==> src/rtl/imem_pkg.sv <==
// Shared types and constants for the instruction-memory loader.
package imem_pkg;

  typedef enum logic [1:0] {
    StIdle,
    StLoad,
    StReady
  } ld_state_e;

  localparam logic [31:0] NOP_INSN = 32'h0000_0013;

  // Number of word-index bits needed to address a storage array of the given depth.
  function automatic int unsigned idx_width(int unsigned depth_words);
    return $clog2(depth_words);
  endfunction

endpackage

==> src/rtl/imem_loader_if.sv <==
// Load-beat handshake and fetch request/response signals of the instruction-memory loader.
interface imem_loader_if #(
  parameter int unsigned ADDR_WIDTH = 32,
  parameter int unsigned DATA_WIDTH = 32
);

  logic                  ld_start;
  logic                  ld_valid;
  logic                  ld_ready;
  logic [ADDR_WIDTH-1:0] ld_addr;
  logic [DATA_WIDTH-1:0] ld_data;
  logic                  ld_last;
  logic                  ld_err;
  logic                  prog_loaded;

  logic                  if_req;
  logic                  if_stall;
  logic [ADDR_WIDTH-1:0] if_addr;
  logic [DATA_WIDTH-1:0] if_rdata;
  logic                  if_valid;
  logic                  if_fault;

  modport master (
    output ld_start, ld_valid, ld_addr, ld_data, ld_last,
    output if_req, if_stall, if_addr,
    input  ld_ready, ld_err, prog_loaded,
    input  if_rdata, if_valid, if_fault
  );

  modport slave (
    input  ld_start, ld_valid, ld_addr, ld_data, ld_last,
    input  if_req, if_stall, if_addr,
    output ld_ready, ld_err, prog_loaded,
    output if_rdata, if_valid, if_fault
  );

endinterface

==> src/rtl/imem_array.sv <==
// Instruction storage: one synchronous write port, one combinational read port, no reset.
module imem_array
  import imem_pkg::*;
#(
  parameter int unsigned DEPTH_WORDS = 64,
  parameter int unsigned DATA_WIDTH  = 32,
  localparam int unsigned IdxW       = idx_width(DEPTH_WORDS)
) (
  input  logic                  clk,
  input  logic                  we,
  input  logic [IdxW-1:0]       waddr,
  input  logic [DATA_WIDTH-1:0] wdata,
  input  logic [IdxW-1:0]       raddr,
  output logic [DATA_WIDTH-1:0] rdata
);

  logic [DATA_WIDTH-1:0] mem_q [DEPTH_WORDS];

  always_ff @(posedge clk) begin
    if (we) begin
      mem_q[waddr] <= wdata;
    end
  end

  assign rdata = mem_q[raddr];

endmodule

==> src/rtl/imem_loader.sv <==
// Program loader and fetch port for a small instruction memory. Per-word loaded bits gate
// visibility, so a fresh session hides stale contents without clearing the storage array.
module imem_loader
  import imem_pkg::*;
#(
  parameter int unsigned ADDR_WIDTH  = 32,
  parameter int unsigned DATA_WIDTH  = 32,
  parameter int unsigned DEPTH_WORDS = 64
) (
  input logic         clk,
  input logic         rst_n,
  imem_loader_if.slave bus
);

  localparam int unsigned IdxW = idx_width(DEPTH_WORDS);
  localparam logic [DATA_WIDTH-1:0] Nop = DATA_WIDTH'(NOP_INSN);
  // One extra bit so the byte limit never wraps when it equals 2**ADDR_WIDTH.
  localparam logic [ADDR_WIDTH:0] ByteLimit = (ADDR_WIDTH + 1)'(4 * DEPTH_WORDS);

  function automatic logic addr_ok(logic [ADDR_WIDTH-1:0] a);
    return (a[1:0] == 2'b00) && ({1'b0, a} < ByteLimit);
  endfunction

  ld_state_e             state_q;
  logic [DEPTH_WORDS-1:0] loaded_q;
  logic                  ld_err_q;
  logic                  prog_loaded_q;
  logic [DATA_WIDTH-1:0] if_rdata_q;
  logic                  if_valid_q;
  logic                  if_fault_q;

  logic                  beat;
  logic                  ld_ok;
  logic                  fetch_ok;
  logic [IdxW-1:0]       ld_idx;
  logic [IdxW-1:0]       if_idx;
  logic [DATA_WIDTH-1:0] rd_data;

  assign beat     = bus.ld_valid && (state_q == StLoad);
  assign ld_ok    = addr_ok(bus.ld_addr);
  assign fetch_ok = addr_ok(bus.if_addr);
  assign ld_idx   = bus.ld_addr[IdxW+1:2];
  assign if_idx   = bus.if_addr[IdxW+1:2];

  imem_array #(
    .DEPTH_WORDS(DEPTH_WORDS),
    .DATA_WIDTH (DATA_WIDTH)
  ) u_array (
    .clk  (clk),
    .we   (beat && ld_ok),
    .waddr(ld_idx),
    .wdata(bus.ld_data),
    .raddr(if_idx),
    .rdata(rd_data)
  );

  always_ff @(posedge clk or negedge rst_n) begin
    if (!rst_n) begin
      state_q       <= StIdle;
      loaded_q      <= '0;
      ld_err_q      <= 1'b0;
      prog_loaded_q <= 1'b0;
      if_rdata_q    <= Nop;
      if_valid_q    <= 1'b0;
      if_fault_q    <= 1'b0;
    end else begin
      case (state_q)
        StIdle, StReady: begin
          if (bus.ld_start) begin
            state_q       <= StLoad;
            loaded_q      <= '0;
            ld_err_q      <= 1'b0;
            prog_loaded_q <= 1'b0;
            if_rdata_q    <= Nop;
            if_valid_q    <= 1'b0;
            if_fault_q    <= 1'b0;
          end else if (!bus.if_stall) begin
            if_valid_q <= bus.if_req;
            if_fault_q <= bus.if_req && !fetch_ok;
            if_rdata_q <= (bus.if_req && fetch_ok && loaded_q[if_idx]) ? rd_data : Nop;
          end
        end
        StLoad: begin
          // Fetch port is parked while a program is being written.
          if_rdata_q <= Nop;
          if_valid_q <= 1'b0;
          if_fault_q <= 1'b0;
          if (beat) begin
            if (ld_ok) begin
              loaded_q[ld_idx] <= 1'b1;
            end else begin
              ld_err_q <= 1'b1;
            end
            if (bus.ld_last) begin
              state_q       <= StReady;
              prog_loaded_q <= 1'b1;
            end
          end
        end
        default: state_q <= StIdle;
      endcase
    end
  end

  assign bus.ld_ready    = (state_q == StLoad);
  assign bus.ld_err      = ld_err_q;
  assign bus.prog_loaded = prog_loaded_q;
  assign bus.if_rdata    = if_rdata_q;
  assign bus.if_valid    = if_valid_q;
  assign bus.if_fault    = if_fault_q;

endmodule

==> src/flat_wrapper.sv <==
// flat-port wrapper written by rule: the top's interface ports become plain ports
module imem_loader_flat import imem_pkg::*;
#(
  parameter int unsigned ADDR_WIDTH  = 32,
  parameter int unsigned DATA_WIDTH  = 32,
  parameter int unsigned DEPTH_WORDS = 64
)
  (clk, rst_n, bus_ld_start, bus_ld_valid, bus_ld_addr, bus_ld_data, bus_ld_last, bus_if_req, bus_if_stall, bus_if_addr, bus_ld_ready, bus_ld_err, bus_prog_loaded, bus_if_rdata, bus_if_valid, bus_if_fault);
  imem_loader_if #(.ADDR_WIDTH(ADDR_WIDTH), .DATA_WIDTH(DATA_WIDTH)) bus_i ();
  input logic clk;
  input logic rst_n;
  input wire logic [$bits(bus_i.ld_start)-1:0] bus_ld_start;
  input wire logic [$bits(bus_i.ld_valid)-1:0] bus_ld_valid;
  input wire logic [$bits(bus_i.ld_addr)-1:0] bus_ld_addr;
  input wire logic [$bits(bus_i.ld_data)-1:0] bus_ld_data;
  input wire logic [$bits(bus_i.ld_last)-1:0] bus_ld_last;
  input wire logic [$bits(bus_i.if_req)-1:0] bus_if_req;
  input wire logic [$bits(bus_i.if_stall)-1:0] bus_if_stall;
  input wire logic [$bits(bus_i.if_addr)-1:0] bus_if_addr;
  output wire logic [$bits(bus_i.ld_ready)-1:0] bus_ld_ready;
  output wire logic [$bits(bus_i.ld_err)-1:0] bus_ld_err;
  output wire logic [$bits(bus_i.prog_loaded)-1:0] bus_prog_loaded;
  output wire logic [$bits(bus_i.if_rdata)-1:0] bus_if_rdata;
  output wire logic [$bits(bus_i.if_valid)-1:0] bus_if_valid;
  output wire logic [$bits(bus_i.if_fault)-1:0] bus_if_fault;
  assign bus_i.ld_start = bus_ld_start;
  assign bus_i.ld_valid = bus_ld_valid;
  assign bus_i.ld_addr = bus_ld_addr;
  assign bus_i.ld_data = bus_ld_data;
  assign bus_i.ld_last = bus_ld_last;
  assign bus_i.if_req = bus_if_req;
  assign bus_i.if_stall = bus_if_stall;
  assign bus_i.if_addr = bus_if_addr;
  assign bus_ld_ready = bus_i.ld_ready;
  assign bus_ld_err = bus_i.ld_err;
  assign bus_prog_loaded = bus_i.prog_loaded;
  assign bus_if_rdata = bus_i.if_rdata;
  assign bus_if_valid = bus_i.if_valid;
  assign bus_if_fault = bus_i.if_fault;
  imem_loader #(.ADDR_WIDTH(ADDR_WIDTH), .DATA_WIDTH(DATA_WIDTH), .DEPTH_WORDS(DEPTH_WORDS)) u_core (.clk(clk), .rst_n(rst_n), .bus(bus_i));
endmodule
==> config.mk <==
export PLATFORM = sky130hd
export DESIGN_NAME = imem_loader_flat
export DESIGN_NICKNAME = d
export VERILOG_FILES = /design/src/rtl/imem_pkg.sv /design/src/rtl/imem_loader_if.sv /design/src/rtl/imem_array.sv /design/src/rtl/imem_loader.sv /design/src/flat_wrapper.sv
export SDC_FILE = /design/constraint.sdc
export NUM_CORES = 2
export LEC_CHECK = 0
export CAP_MARGIN = 10
export CELL_PAD_IN_SITES_DETAIL_PLACEMENT = 0
export CELL_PAD_IN_SITES_GLOBAL_PLACEMENT = 2
export CORE_ASPECT_RATIO = 0.75
export CORE_MARGIN = 2
export CORE_UTILIZATION = 42
export DETAILED_ROUTE_END_ITERATION = 6
export PLACE_DENSITY = 0.71
export SETUP_SLACK_MARGIN = 0.02
export SYNTH_ARGS = -nofsm -noshare
export SYNTH_HDL_FRONTEND = slang
export SYNTH_SLANG_ARGS = --single-unit
==> constraint.sdc <==
create_clock -name clk -period 4.3 [get_ports clk]
set_input_delay 0.645 -clock clk [delete_from_list [all_inputs] [get_ports clk]]
set_output_delay 0.645 -clock clk [all_outputs]
set_load 0.1 [all_outputs]
---- Word-level counts from Yosys, hierarchy flattened ----
Memory sizes are Yosys's and may differ from the RTL's.
Index checks and enable logic that the tools add are counted.
operators by class
  eq/ne operators ......................... 8
  bitwise operators ....................... 1
  mux-type cells .......................... 31
  magnitude comparators ................... 5
  reduce and logical (&&, ||, !) cells .... 19
operator list
  kind                   count
  $mux W64               3
  $pmux W64 S2           1
  $mux W32               3
  $lt A32 B9 Y1 const B  2
  $or A64 B64 Y64        1
  $pmux W32 S2           1
  $lt A6 B7 Y1 const B   2
  $mux W1                13
  $reduce_and A4 Y1      3
  $logic_and A1 B1 Y1    8
  $pmux W1 S2            4
  $bmux W1 S6            1
  $demux W1 S6           1
  $ge A6 B1 Y1 const B   1
  $logic_not A2 Y1       3
  $mux W2                3
  $ne A2 B2 Y1 const B   3
  $ne A2 B1 Y1 const B   2
  $pmux W2 S2            1
  $ne A3 B3 Y1 const B   1
  $reduce_and A3 Y1      1
  $eq A2 B1 Y1 const B   1
  $eq A2 B2 Y1 const B   1
  $reduce_and A2 Y1      1
  other kinds (3)        3
storage, ports and cells
  memory bits (writable) .................. 2048
  memories kept ........................... 1
  logic and storage cells ................. 72
  output and inout port bits .............. 37
  bits in registers ....................... 102
memory list
  memory                depth  width  rd ports  clocked after Yosys merged registers in  write ports  line              RTL
  u_core.u_array.mem_q  64     32     1         0                                        1            imem_array.sv:17  logic [DATA_WIDTH-1:0] mem_q [DEPTH_WORDS];

---- Longest topological paths before layout ----
  depth after elaboration ................. 8
  gate-level depth with buffers ........... 12

---- Modules after synthesis ----
Synthesis repeated with hierarchy kept, for this count alone.
unflattened totals
  cells, all modules ...................... 3711
  area total of the unflattened synthesis .. 82574.2 um^2
by module, submodules not included
  module       sequential area each (um^2)  cells an instance  area an instance (um^2)  times used
  imem_array   61499.0                      3292               77874.7                  1
  imem_loader  2556.2                       419                4699.5                   1

---- Worst setup path after synthesis ----
OpenSTA, ideal clock, no wires.
  path type ............................... reg-to-reg
  from .................................... reg u_core.state_q[0]
  to ...................................... mem u_core.u_array.mem_q[44][0] (enable)
  path slack .............................. -0.537 ns
  arrival ................................. 4.416 ns
  stages on the path, launching flop included .. 7
  library setup time ...................... 0.421 ns
  period minus slack after synthesis ...... 4.837 ns
  buffers on the path ..................... 1
  data required time ...................... 3.879 ns
  path through ............................ dfrtp_1 -> clkbuf_1 -> nor2b_1 -> nand2_1 -> nor3_1 -> nand2_1 -> nor2_1
on the way
  cells in the longest elaborated chain, start to end .. 5
RTL lines
  element                        line                RTL
  start: declaration             imem_loader.sv:24   ld_state_e state_q;
  start signal: assignment       imem_loader.sv:59   state_q <= StIdle;
  start signal: assignment       imem_loader.sv:70   state_q <= StLoad;
  start signal: assignment       imem_loader.sv:95   state_q <= StReady;
  $eq A2 B1 Y1                   --
  via bus_ld_ready               flat_wrapper.sv:20  output wire logic [$bits(bus_i.ld_ready)-1:0] bus_ld_ready;
  $logic_and A1 B1 Y1            imem_loader.sv:39   assign beat = bus.ld_valid && (state_q == StLoad);
  $logic_and A1 B1 Y1            imem_loader.sv:50   .we (beat && ld_ok),
  $mux W1                        imem_array.sv:20    if (we) begin
  $mux W1 (not written as such)  imem_array.sv:21    mem_q[waddr] <= wdata;
  end: declaration               imem_array.sv:17
The timed path passes the listed nets, and every way through them passes these cells.

---- Worst setup path after layout ----
  from .................................... reg u_core.state_q[0]
  to ...................................... out bus_ld_ready
on the way
  cells in the longest elaborated chain, start to end .. 1
RTL lines
  element           line                RTL
  $eq A2 B1 Y1      imem_loader.sv:105  assign bus.ld_ready = (state_q == StLoad);
  end: declaration  flat_wrapper.sv:20
No other way between the ends.

==> results.py <==
metrics = {
    "setup_path": {
        "timing.rr.start": "u_core.state_q[0]",
        "reg2regPathDepth": 6,
        "cp-start-kind": "flop",
        "crit_chain": "nor2b_2, clkdlybuf4s50_1",
        "crit_type": "flop to output pin",
        "crit_required_ns": 3.65,
        "crit_path_top_delay_cell": "clkdlybuf4s50_1",
        "r2r_end": "u_core.bus.if_rdata[1]",
        "worstSetupStartpoint": "u_core.state_q[0]",
        "r2r_setup_slack_ns": 1.58,
        "cp.arrival_ns": 2.82,
        "crit_fanout": 11,
        "endpoint_kind": "output pin",
        "cp_slowest_stage_delay_ns": 1.17,
    },
    "clock_tree": {
        "cts_num_sinks": 2150,
        "cts_tree": "built",
        "cts.repair.resized": 0,
        "clockRootBuffer": "clkbuf_16",
        "worstSkewPairLatency_ns": 0.85,
        "htreeDepth": 4,
        "clkTransAtPathRegs_ns": 0.06,
        "cts_buffers": 199,
        "clock_path_buffers": 3,
        "post-cts-setup-buffer-count": 0,
    },
    "detailed_routing": {
        "vias": 42300,
        "ant_nets": 0,
        "drtIter0Drc": 6589,
        "drtPass1Iterations": 7,
        "wire_per_inst_um": 34.1,
        "vias_per_cell": 6.06,
        "routed_wl_mm": 238,
        "drc_errors": 0,
    },
    "logic_synthesis": {
        "syn-instance-count": 3798,
        "ys_warn_count": 0,
        "synth_top_family_by_area": "multiplexers",
        "synth-simple-area-share": 0.0234,
        "ys_ff_latch": 2150,
        "synth_cell_types": 56,
        "synth_fa_ha_area_frac": 0,
        "synth_compound_gate_area_share": 0.0316,
        "synth_mux_area_frac": 0.154,
        "synth-async-reset-ratio": 0.0474,
        "syn_avg_cell_area_um2": 21.8,
        "synth_flop_cell": "edfxtp_1",
        "synth_fp_nets": 3901,
        "synth_area_um2": 82600,
        "synth_edf_count": 2048,
        "ys_seq_area_frac": 0.775,
        "synth_xor_area_frac": 0,
    },
    "run_status": {
        "status": "finished, final reports clean",
    },
    "die": {
        "fp.dieW_um": 516,
        "core-area_um2": 195000,
        "num_rows": 140,
        "die_area_um2": 200000,
        "initial_utilization": 0.424,
        "ioPinCount": 140,
        "die_h_um": 388,
    },
    "timing": {
        "min_period_ns": 3.47,
        "fin_worst_skew_ns": 0.0664,
        "final_max_slew_viol_count": 0,
        "finalCritPeriodShare": 0.806,
        "rsz0062_at_grt": "no",
        "slew_headroom": 0.157,
        "worstMarginPinSlew_ns": 1.26,
        "setup_viol": 0,
        "fin_setup_tns_ns": 0,
        "timing.fmax_mhz": 288,
        "hold_violations": 0,
    },
    "finish": {
        "area_growth_pct": 15.6,
        "final_core_util": 0.490,
        "fill_cells": 15800,
        "drive_above_1_share": 0.269,
        "layout.cells.non_filler": 6989,
        "fin_area_um2": 95500,
        "nets": 4299,
    },
    "power": {
        "p_per_area_nw_per_um2": 448,
        "leakage_nw": 30.3,
        "worst_ir_drop_vdd_mv": 0.451,
    },
    "global_route": {
        "grt-ovfl-total": 0,
        "antenna_found_initial": 19,
        "grt_max_degree": 69,
        "grt_first_pass_wirelength_mm": 331,
        "track_usage": 0.238,
        "grt_pass1_vias": 40900,
    },
    "placed_design": {
        "placedInstanceArea_um2": 89200,
        "dp.cells": 6617,
        "gp_congestion": 0.808,
        "hpwl_mm": 143,
        "portBuffers": 139,
    },
    "worst_hold_path": {
        "hold-path-endpoint": "u_core.u_array.mem_q[29][25]",
        "min_path_type": "input pin to flop",
        "hp-start": "bus_ld_data[25]",
        "hold_path_depth": 1,
    },
    "flow_run": {
        "cap_violations": 0,
    },
}
## Yosys cell counts (6+ instances only)
library cell / n / area [um^2]
edfxtp_1: 2048 / 61500
mux4_2: 499 / 11200
nor2_1: 161 / 604
nand2_1: 116 / 435
mux2i_1: 100 / 1000
dfrtp_1: 99 / 2480
a21oi_1: 97 / 485
clkbuf_1: 83 / 312
buf_4: 61 / 458
a22oi_1: 59 / 443
nand3_1: 42 / 210
o22ai_1: 41 / 257
buf_2: 37 / 185
a211oi_1: 34 / 255
a222oi_1: 30 / 300
nor2b_1: 30 / 188
buf_6: 21 / 236
o21ai_1: 19 / 95.1
a221oi_1: 18 / 158
mux2_2: 17 / 191
nor3_1: 17 / 85.1
o21ai_0: 15 / 75.1
o221ai_1: 15 / 131
nand2b_1: 14 / 87.6
nor4_1: 14 / 87.6
a31oi_1: 10 / 62.6
mux4_1: 10 / 263
o211ai_1: 8 / 60.1
and2_1: 7 / 43.8
nor3b_1: 6 / 45.0
## per-layer routing
layer	track usage	routed length (um)
met5	0	27
met4	0.0474	3730
met3	0.0528	24700
met2	0.342	105000
met1	0.373	105000
## state kept, by name (all words and copies together) (netlist names)
register	flops
u_core.bus.ld_err	1
u_core.state_q	2
u_core.bus.prog_loaded	1
u_core.bus.if_valid	1
u_core.loaded_q	64
u_core.bus.if_rdata	32
u_core.bus.if_fault	1
u_core.u_array.mem_q	2048
## through the flow
stage / setup slack [ns] / hold slack, ns / total power [mW]
after floorplan: 0.0502 / 0.349 / 24.8
after global placement: 0.241 / 0.461 / 26.0
after detailed placement: 0.552 / 0.472 / 26.0
after CTS: 0.774 / 0.115 / 43.0
after global routing: 0.734 / 0.148 / 44.0
final: 0.833 / 0.181 / 42.8
## area by class of cell
class / count / area (um^2) / share of cell area
flip-flops and latches: 2150 / 64100 / 0.671
multi-input cells: 1432 / 17800 / 0.186
clock buffers: 279 / 5400 / 0.0566
repair buffers: 410 / 4130 / 0.0433
well taps: 2627 / 3290 / 0.0344
clock inverters: 87 / 832 / 0.00871
inverters: 3 / 11.3 / 0.000118
diodes: 1 / 2.50 / 0.0000262
## logic make-up (layout without fill, tap and decap cells)
kind of cell           after synthesis  in the layout
DFF                               2150           2150
muxes                              626            626
and+or+nand+nor                    428            428
AOI/OAI and AO/OA                  378            378
buffers and inverters              216            779
other                                0              1
## worst max-delay path, delay by kind of cell, from the launching register on
family | cells | cell delay [ns]
buffers and inverters | 1 | 1.17
and+or+nand+nor | 1 | 0.26
DFF | 1 | 0.56
## layout by cell type (no fill, tap or decap), drive strengths merged, types with 8 or more instances in the layout
cell / Yosys / final
bufinv: 0 / 12
dfrtp: 99 / 99
o211ai: 8 / 8
nand3: 42 / 42
clkinv: 0 / 61
a221oi: 18 / 18
inv: 3 / 11
a22oi: 62 / 62
and2: 8 / 8
nor2: 161 / 161
a211oi: 34 / 34
clkbuf: 83 / 279
nor4: 14 / 14
buf: 130 / 309
o21ai: 34 / 34
o221ai: 15 / 15
nor2b: 30 / 30
nand2: 116 / 116
mux2: 17 / 17
a21oi: 97 / 97
nor3: 17 / 17
o22ai: 41 / 41
mux2i: 100 / 100
mux4: 509 / 509
nand2b: 14 / 14
a222oi: 30 / 30
clkdlybuf4s50: 0 / 99
a31oi: 10 / 10
edfxtp: 2048 / 2048
## worst max-delay path by stage
stage | slack [ns] | depth (start not counted) | to
after CTS | 0.77 | 2 | bus_ld_ready
after floorplan | 0.05 | 6 | u_core.u_array.mem_q[24][0]
after global placement | 0.24 | 7 | u_core.bus.if_rdata[2]
final | 0.83 | 2 | bus_ld_ready
after detailed placement | 0.55 | 10 | u_core.bus.if_rdata[10]
after global routing | 0.73 | 2 | bus_ld_ready
## power breakdown
group | switching (mW) | internal, mW
logic | 1.70 | 0.858
registers | 0.0390 | 23.0
clock network | 7.72 | 9.49
## repair_timing
action	CTS	global route
hold buffers	2	0
endpoints found under the hold margin	27	0
endpoints found under the setup margin	0	0
(Power assumes the default switching activity.)
